===== config.mk =====
export PLATFORM = sky130hd
export DESIGN_NAME = byte_unstriping_rx_p_flat
export DESIGN_NICKNAME = d
export VERILOG_FILES = /design/src/rtl/byte_unstriping_rx_p_if.sv /design/src/rtl/byte_unstriping_rx_p.sv /design/src/flat_wrapper.sv
export SDC_FILE = /design/constraint.sdc
export NUM_CORES = 1
export LEC_CHECK = 0
export BUFFER_PORTS_ARGS = -buffer_cell sky130_fd_sc_hd__buf_2
export CAP_MARGIN = 30
export CORE_MARGIN = 5
export CORE_UTILIZATION = 58
export DETAILED_ROUTE_END_ITERATION = 10
export MAX_ROUTING_LAYER = met4
export PLACE_DENSITY = 0.85
export SLEW_MARGIN = 20
export SYNTH_ARGS = -nofsm -noshare
export SYNTH_HDL_FRONTEND = slang
export SYNTH_SLANG_ARGS = --single-unit

===== constraint.sdc =====
create_clock -name clk -period 2.85 [get_ports clk]
set_input_delay 0.285 -clock clk [delete_from_list [all_inputs] [get_ports clk]]
set_output_delay 0.285 -clock clk [all_outputs]
set_load 0.03 [all_outputs]

===== src/rtl/byte_unstriping_rx_p_if.sv =====
// Handshake/status bundle for byte_unstriping_rx_p: striped lane input side,
// serialised byte output side, and the error/flag sideband.
interface byte_unstriping_rx_p_if #(
   parameter int DATA_W = 8,
   parameter int LANES  = 4,
   parameter int DEPTH  = 4
);
   localparam int LANE_W = $clog2(LANES);
   localparam int LVL_W  = $clog2(DEPTH) + 1;

   logic [LANES-1:0]        in_valid;
   logic [LANES*DATA_W-1:0] in_data;
   logic                    in_ready;
   logic                    out_valid;
   logic                    out_ready;
   logic [DATA_W-1:0]       out_data;
   logic [LANE_W-1:0]       out_lane;
   logic                    out_sop;
   logic [LVL_W-1:0]        level;
   logic                    clr_flags;
   logic                    overflow;
   logic                    skew_err;
   logic [7:0]              err_count;

   modport slave (
      input  in_valid, in_data, out_ready, clr_flags,
      output in_ready, out_valid, out_data, out_lane, out_sop,
             level, overflow, skew_err, err_count
   );

   modport master (
      output in_valid, in_data, out_ready, clr_flags,
      input  in_ready, out_valid, out_data, out_lane, out_sop,
             level, overflow, skew_err, err_count
   );
endinterface


===== src/rtl/byte_unstriping_rx_p.sv =====
// Collects whole stripes of LANES bytes into a DEPTH-deep buffer and replays them
// one byte per cycle, lane 0 first. Define UNSTRIPE_ERR_COUNT_EN for the skew-error counter.
module byte_unstriping_rx_p #(
   parameter int DATA_W = 8,
   parameter int LANES  = 4,
   parameter int DEPTH  = 4
) (
   input  logic                   clk,
   input  logic                   reset,
   byte_unstriping_rx_p_if.slave  bus
);
   localparam int LANE_W   = $clog2(LANES);
   localparam int AW       = $clog2(DEPTH);
   localparam int LVL_W    = AW + 1;
   localparam int STRIPE_W = LANES * DATA_W;

   typedef enum logic {IDLE, SEND} state_t;

   state_t              state_q, state_d;
   logic [LANE_W-1:0]   idx_q, idx_d;
   logic [AW-1:0]       wr_ptr_q, rd_ptr_q;
   logic [LVL_W-1:0]    level_q;
   logic [STRIPE_W-1:0] mem_q [DEPTH];
   logic                overflow_q, skew_q;

   logic                all_valid, any_valid, can_push, push, pop, skew_hit;
   logic [STRIPE_W-1:0] head;
   logic                out_valid, out_sop;
   logic [DATA_W-1:0]   out_data;
   logic [LANE_W-1:0]   out_lane;

   assign all_valid = &bus.in_valid;
   assign any_valid = |bus.in_valid;
   // Held low during reset so the source never sees a ready buffer mid-reset.
   assign can_push  = reset && (level_q < LVL_W'(DEPTH));
   assign push      = all_valid && can_push;
   assign skew_hit  = any_valid && !all_valid;
   assign head      = mem_q[rd_ptr_q];

   always_comb begin
      state_d   = state_q;
      idx_d     = idx_q;
      pop       = 1'b0;
      out_valid = 1'b0;
      out_data  = '0;
      out_lane  = '0;
      out_sop   = 1'b0;
      case (state_q)
         IDLE: begin
            if (level_q != '0) begin
               state_d = SEND;
               idx_d   = '0;
            end
         end
         SEND: begin
            out_valid = 1'b1;
            out_data  = head[idx_q*DATA_W +: DATA_W];
            out_lane  = idx_q;
            out_sop   = (idx_q == '0);
            if (bus.out_ready) begin
               if (idx_q == LANE_W'(LANES-1)) begin
                  pop   = 1'b1;
                  idx_d = '0;
                  // Stay in SEND when another stripe remains (or arrives this edge).
                  if (level_q == LVL_W'(1) && !push)
                     state_d = IDLE;
               end else begin
                  idx_d = idx_q + 1'b1;
               end
            end
         end
         default: state_d = IDLE;
      endcase
   end

   always_ff @(posedge clk or negedge reset) begin
      if (!reset) begin
         state_q  <= IDLE;
         idx_q    <= '0;
         wr_ptr_q <= '0;
         rd_ptr_q <= '0;
         level_q  <= '0;
      end else begin
         state_q <= state_d;
         idx_q   <= idx_d;
         if (push)
            wr_ptr_q <= wr_ptr_q + 1'b1;
         if (pop)
            rd_ptr_q <= rd_ptr_q + 1'b1;
         case ({push, pop})
            2'b10:   level_q <= level_q + 1'b1;
            2'b01:   level_q <= level_q - 1'b1;
            default: level_q <= level_q;
         endcase
      end
   end

   always_ff @(posedge clk) begin
      if (push)
         mem_q[wr_ptr_q] <= bus.in_data;
   end

   always_ff @(posedge clk or negedge reset) begin
      if (!reset) begin
         overflow_q <= 1'b0;
         skew_q     <= 1'b0;
      end else if (bus.clr_flags) begin
         overflow_q <= 1'b0;
         skew_q     <= 1'b0;
      end else begin
         if (all_valid && !can_push)
            overflow_q <= 1'b1;
         if (skew_hit)
            skew_q <= 1'b1;
      end
   end

`ifdef UNSTRIPE_ERR_COUNT_EN
   logic [7:0] err_cnt_q;

   always_ff @(posedge clk or negedge reset) begin
      if (!reset)
         err_cnt_q <= '0;
      else if (bus.clr_flags)
         err_cnt_q <= '0;
      else if (skew_hit && err_cnt_q != 8'hFF)
         err_cnt_q <= err_cnt_q + 8'd1;
   end

   assign bus.err_count = err_cnt_q;
`else
   assign bus.err_count = 8'd0;
`endif

   assign bus.in_ready  = can_push;
   assign bus.out_valid = out_valid;
   assign bus.out_data  = out_data;
   assign bus.out_lane  = out_lane;
   assign bus.out_sop   = out_sop;
   assign bus.level     = level_q;
   assign bus.overflow  = overflow_q;
   assign bus.skew_err  = skew_q;
endmodule


===== src/flat_wrapper.sv =====
// flat-port wrapper written by rule: the top's interface ports become plain ports
module byte_unstriping_rx_p_flat 
#(
   parameter int DATA_W = 8,
   parameter int LANES  = 4,
   parameter int DEPTH  = 4
)
  (clk, reset, bus_in_valid, bus_in_data, bus_out_ready, bus_clr_flags, bus_in_ready, bus_out_valid, bus_out_data, bus_out_lane, bus_out_sop, bus_level, bus_overflow, bus_skew_err, bus_err_count);
  byte_unstriping_rx_p_if #(.DATA_W(DATA_W), .LANES(LANES), .DEPTH(DEPTH)) bus_i ();
  input  logic clk;
  input  logic reset;
  input wire logic [$bits(bus_i.in_valid)-1:0] bus_in_valid;
  input wire logic [$bits(bus_i.in_data)-1:0] bus_in_data;
  input wire logic [$bits(bus_i.out_ready)-1:0] bus_out_ready;
  input wire logic [$bits(bus_i.clr_flags)-1:0] bus_clr_flags;
  output wire logic [$bits(bus_i.in_ready)-1:0] bus_in_ready;
  output wire logic [$bits(bus_i.out_valid)-1:0] bus_out_valid;
  output wire logic [$bits(bus_i.out_data)-1:0] bus_out_data;
  output wire logic [$bits(bus_i.out_lane)-1:0] bus_out_lane;
  output wire logic [$bits(bus_i.out_sop)-1:0] bus_out_sop;
  output wire logic [$bits(bus_i.level)-1:0] bus_level;
  output wire logic [$bits(bus_i.overflow)-1:0] bus_overflow;
  output wire logic [$bits(bus_i.skew_err)-1:0] bus_skew_err;
  output wire logic [$bits(bus_i.err_count)-1:0] bus_err_count;
  assign bus_i.in_valid = bus_in_valid;
  assign bus_i.in_data = bus_in_data;
  assign bus_i.out_ready = bus_out_ready;
  assign bus_i.clr_flags = bus_clr_flags;
  assign bus_in_ready = bus_i.in_ready;
  assign bus_out_valid = bus_i.out_valid;
  assign bus_out_data = bus_i.out_data;
  assign bus_out_lane = bus_i.out_lane;
  assign bus_out_sop = bus_i.out_sop;
  assign bus_level = bus_i.level;
  assign bus_overflow = bus_i.overflow;
  assign bus_skew_err = bus_i.skew_err;
  assign bus_err_count = bus_i.err_count;
  byte_unstriping_rx_p #(.DATA_W(DATA_W), .LANES(LANES), .DEPTH(DEPTH)) u_core (.clk(clk), .reset(reset), .bus(bus_i));
endmodule

# --- Word level (Yosys, flattened, before mapping) ---
# Memories as Yosys holds them, arrays and structs flattened.
# Cells that the tools add are included.
word_totals:
  out_inout_bits: 26
  memories: 1
  elab_cells: 61
  ff_bits: 12
  ramBits: 128
mem_list:
  columns: ["name", "depth", "width", "rd", "rd_clocked_by_memory_dff", "wr", "line_no", "text"]
  rows:
  - ["u_core.mem_q", 4, 32, 1, 0, 1, "byte_unstriping_rx_p.sv:23", "logic [STRIPE_W-1:0] mem_q [DEPTH];"]
op_classes:
  reduce_logical: 16
  n_mux: 23
  eq_ne: 6
  n_addsub: 5
  magnitude_cmp: 1
  bitwise_logic: 1
  shift: 1
ops:
  columns: ["cell", "count"]
  rows:
  - ["32-bit by 6-bit variable part select with 8-bit output", 1]
  - ["1-bit 2-to-1 mux", 15]
  - ["2-bit 2-to-1 mux", 4]
  - ["8-bit 2-to-1 mux", 1]
  - ["2-bit by 1-bit adder with 2-bit output (second input constant)", 3]
  - ["3-bit case mux with 2 select lines", 1]
  - ["2-bit nonzero test", 3]
  - ["1-bit logical AND", 5]
  - ["2-bit equality test (second input constant)", 2]
  - ["2-bit case mux with 2 select lines", 1]
  - ["4-bit AND reduction", 1]
  - ["4-bit OR reduction", 1]
  - ["3-bit by 1-bit adder with 3-bit output (second input constant)", 1]
  - ["3-bit by 1-bit equality test with 1-bit output (second input constant)", 1]
  - ["1-bit zero test", 3]
  - ["3-bit less-than comparator (second input constant)", 1]
  - ["3-bit nonzero test", 1]
  - ["3-bit by 1-bit subtractor with 3-bit output (second input constant)", 1]
  - ["2-bit by 1-bit equality test with 1-bit output (second input constant)", 1]
  - ["2-bit zero test", 1]
  - ["2-bit by 1-bit != test with 1-bit output (second input constant)", 1]
  - ["2-bit != test (second input constant)", 1]
  - ["1-bit case mux with 2 select lines", 1]
  - ["2-bit AND reduction", 1]
  - ["1-bit inverter", 1]

# --- Depth between registers and ports, before layout ---
depth:
  word_depth: 9
  mapped_depth: 7
  ltp_nobuf: 7

# --- Worst setup path after synthesis ---
# No wires, ideal clock.
synth_path:
  path_type: "register to register"
  from: "reg u_core.level_q[2], in the netlist u_core.bus.level[2]"
  to: "mem u_core.mem_q[0][0] (netlist name), enable pin"
  path_buffers: 0
  arrival_ps: 1803
  stages_incl_launch_ff: 3
  setup_ps: 392
  setup_slack_ps: 655
  cell_sequence: "dfrtp_1 -> nor3b_2 -> and2_1"
synth_via:
  elab_chain_len: 5
synth_rtl:
  columns: ["element", "line_no", "text"]
  rows:
  - ["start: declaration", "byte_unstriping_rx_p.sv:22", "logic [LVL_W-1:0] level_q;"]
  - ["start signal: assignment", "byte_unstriping_rx_p.sv:91", "2'b10: level_q <= level_q + 1'b1;"]
  - ["start signal: assignment", "byte_unstriping_rx_p.sv:92", "2'b01: level_q <= level_q - 1'b1;"]
  - ["start signal: assignment", "byte_unstriping_rx_p.sv:93", "default: level_q <= level_q;"]
  - ["3-bit less-than comparator", "byte_unstriping_rx_p.sv:35", "assign can_push = reset && (level_q < LVL_W'(DEPTH));"]
  - ["1-bit logical AND", "byte_unstriping_rx_p.sv:35", null]
  - ["1-bit logical AND", "byte_unstriping_rx_p.sv:36", "assign push = all_valid && can_push;"]
  - ["1-bit 2-to-1 mux", "byte_unstriping_rx_p.sv:99", "if (push)"]
  - ["1-bit 2-to-1 mux (implied by the code)", "byte_unstriping_rx_p.sv:100", "mem_q[wr_ptr_q] <= bus.in_data;"]
  - ["end: declaration", "byte_unstriping_rx_p.sv:23", null]
# No other way between the ends.

# --- Worst setup path after layout ---
layout_path:
  from: "reg u_core.rd_ptr_q[1]"
  to: "out bus_out_data[6]"
layout_via:
  elab_chain_len: 3
layout_rtl:
  columns: ["element", "line_no", "text"]
  rows:
  - ["start: declaration", "byte_unstriping_rx_p.sv:21", "logic [AW-1:0] wr_ptr_q, rd_ptr_q;"]
  - ["start signal: assignment", "byte_unstriping_rx_p.sv:89", "rd_ptr_q <= rd_ptr_q + 1'b1;"]
  - ["memory read 4 x 32 bit", null, null]
  - ["32-bit by 6-bit variable part select with 8-bit output", "byte_unstriping_rx_p.sv:57", "out_data = head[idx_q*DATA_W +: DATA_W];"]
  - ["8-bit 2-to-1 mux", "byte_unstriping_rx_p.sv:48", "case (state_q)"]
  - ["end: declaration", "flat_wrapper.sv:18", "output wire logic [$bits(bus_i.out_data)-1:0] bus_out_data;"]
# No other way between the ends.

==> metrics <==
outcome=finished, final reports clean; CTS tree=built; slowest CP cell=dfrtp_1; DR vias=3276; layout cells sized above 1=24.2%; Die Y=110 um; # rows=36; clk_skew=0.00779 ns; Slew Limit Fails=0; Skew-Pair Late Insertion Delay=0.51 ns; Sink Count=140; vias in the first global route=3499; RSZ-0062 raised after global routing=false; leakage power=2.72 nW; setup TNS=0 ns; CTS H-tree lvls=4; Worst Hold Class=in2reg; Synth Area per Inst=17.3 um^2; initial antenna violation count=0; Post-CTS Setup Bufs=0; pin count of the biggest net entering global routing=33; Initial Util=59.3%; cell chain of the critical path=nor2_1 > buf_4 > a22oi_1 > nand3_1 > o31ai_2 > buf_2; Overflow after GRT=0; top cell type by total area after synthesis=edfxtp_1; max_slew headroom=65.3%; DRT antenna net count=0; overall routing resource usage=21.9%; Final Non-Filler Cells=584; Primary FF master, synth=edfxtp_1; CTS max path bufs=2; placed insts=520; CP endpoint kind=output pin; most numerous cell in the Yosys netlist=edfxtp_1; CP max FO=12; synth top area cells=edfxtp_1 66%, mux2i_1 8.8%, dfrtp_1 5.2%, a22oi_1 2.6%, ha_1 2.4%; Post-synth EDFFs=128; routed wire length=12.0 mm; peak supply drop=0.717 mV; Final HPWL DP=7.13 mm; Yosys reg bits=140; MaxCap Viol Count=0; total CTS buffers=17; clock slew at reported path FFs=0.06 ns; Synth top cells by count=128 x edfxtp_1, 51 x mux2i_1, 20 x a22oi_1; worst stage delay on the critical path=0.64 ns; Area Growth Syn to Fin=23.3%; WS Path Type=reg2out; Core Area=9770 um^2; crit path launch=u_core.rd_ptr_q[1]$_DFFE_PN0P_; full die area=12100 um^2; cell area after synthesis=5790 um^2; Initial DRC Count=207; Die Span X=110 um; fin crit period=2.68 ns; clock root buffer=clkbuf_8; Pwr Total=0.00698 W; Req. time, crit path=2.57 ns; nets@finish=489; final worst path period share=94.0%; Fmax=373 MHz; FFs w/ async S/R, synth=8.57%; Vias/cell=5.61; worst hold start=bus_in_data[18]; post-DR wirelength/cell=20.5 um; drt drc=0; antenna diode count=0; pwr dens=977 nW/um^2; area fraction of the dominant cell type after synthesis=66.3%; num ports=66; Setup violations, final=0; Least-Margin Pin Slew=0.521 ns; R2R setup slack=1.08 ns; drt pass-1 iters=4; input/output buffers=57; Unique masters post-synth=40; Hold Fails Final Rpt=0; Seq/Total Area, Yosys=71.5%; nature of the critical path startpoint=flop; RD Place Congestion=0.742; Reg2Reg Launch Point=u_core.bus.level[2]$_DFFE_PN0P_; Synth Warn #=0; arrival time worst endpoint=2.39 ns; Fin Hold WS=0.0239 ns; first-pass GRT wire length=18.3 mm; Gate Count Post-Synth=335
## timing repair
item,in CTS,in global routing
setup endpoints to repair,0,7
gates resized for setup,0,2
hold buffers,31,1
endpoints found under the hold margin,129,1
## layout by cell type, fill, tap and decap left out, types with 6 or more instances in the layout
master	instances
o21ai_0	6
mux2i_1	51
dfrtp_1	10
nor2b_1	6
clkbuf_16	16
a22oi_1	20
nand3_1	8
buf_4	9
conb_1	8
edfxtp_1	128
buf_2	57
dlygate4sd3_1	32
ha_1	11
nand2_1	10
inv_1	8
and2_1	7
## final cells by class
| type | instances | area (um^2) |
|---|---|---|
| clock inverters | 11 | 191 |
| fillers | 599 | 2630 |
| well taps | 133 | 166 |
| clock buffers | 21 | 439 |
| flip-flops and latches | 140 | 4150 |
| multi-input cells | 170 | 1450 |
| repair buffers | 100 | 713 |
| inverters | 9 | 33.8 |
## path summary, 6_finish.rpt
path	endpoint	cells after the start
min in group asynchronous	u_core.bus.level[1]$_DFFE_PN0P_	2
worst min register to register	u_core.bus.skew_err$_DFFE_PN0P_	2
worst min-delay path	u_core.mem_q[1][18]$_DFFE_PP_	1
worst max-delay path	bus_out_data[6]	6
max in group asynchronous	u_core.rd_ptr_q[0]$_DFFE_PN0P_	2
worst max register to register	u_core.mem_q[3][3]$_DFFE_PP_	4
## through the flow
step | util [%] | worst slack (ns) | cell area (um^2)
6_report | 73.1 | 0.171 | 7150
5_1_grt | 73.1 | 0.0135 | 7150
4_1_cts | 73.0 | 0.0227 | 7130
3_5_place_dp | 63.3 | 0.609 | 6190
3_3_place_gp | 63.3 | 0.683 | 6190
2_1_floorplan | - | 0.655 | 5820
## state kept, by name, summed over array words and instances (netlist names)
register	flops
u_core.bus.level	3
u_core.bus.overflow	1
u_core.bus.skew_err	1
u_core.idx_q	2
u_core.mem_q	128
u_core.rd_ptr_q	2
u_core.state_q	1
u_core.wr_ptr_q	2
## worst max-delay path: cells and delay by family (launching register included)
family,cells,cell delay (ns)
AOI/OAI and AO/OA,2,0.39
buffers and inverters,2,0.47
DFF,1,0.64
and+or+nand+nor,2,0.38
## routing by layer
layer	global-route usage (%)	up-vias	routed length, um
met3	5.28	22	769
met2	37.3	128	6270
met4	9.44	0	372
met1	24.7	1638	4550
met5	-	-	0
li1	-	1488	-
## report_power, final
| group | switching, W | internal [W] | leakage, nW |
|---|---|---|---|
| sequential | 0.000190 | 0.00234 | 1.29 |
| clock | 0.000788 | 0.00153 | 0.299 |
| combinational | 0.00128 | 0.000854 | 1.13 |
| total | 0.00226 | 0.00473 | 2.72 |
## kinds of logic after synthesis
family | Yosys count | share of synthesized area, %
AO/OA/AOI/OAI | 42 | 5.21
XOR/XNOR | 6 | 0.907
adder cells (fa/ha/maj) | 11 | 2.38
buffers and inverters | 32 | 3.84
flip-flops | 140 | 71.5
multiplexers | 58 | 11.7
other | 1 | 0.0647
AND/OR/NAND/NOR | 45 | 4.41
Power figures use the tool's default switching activity.
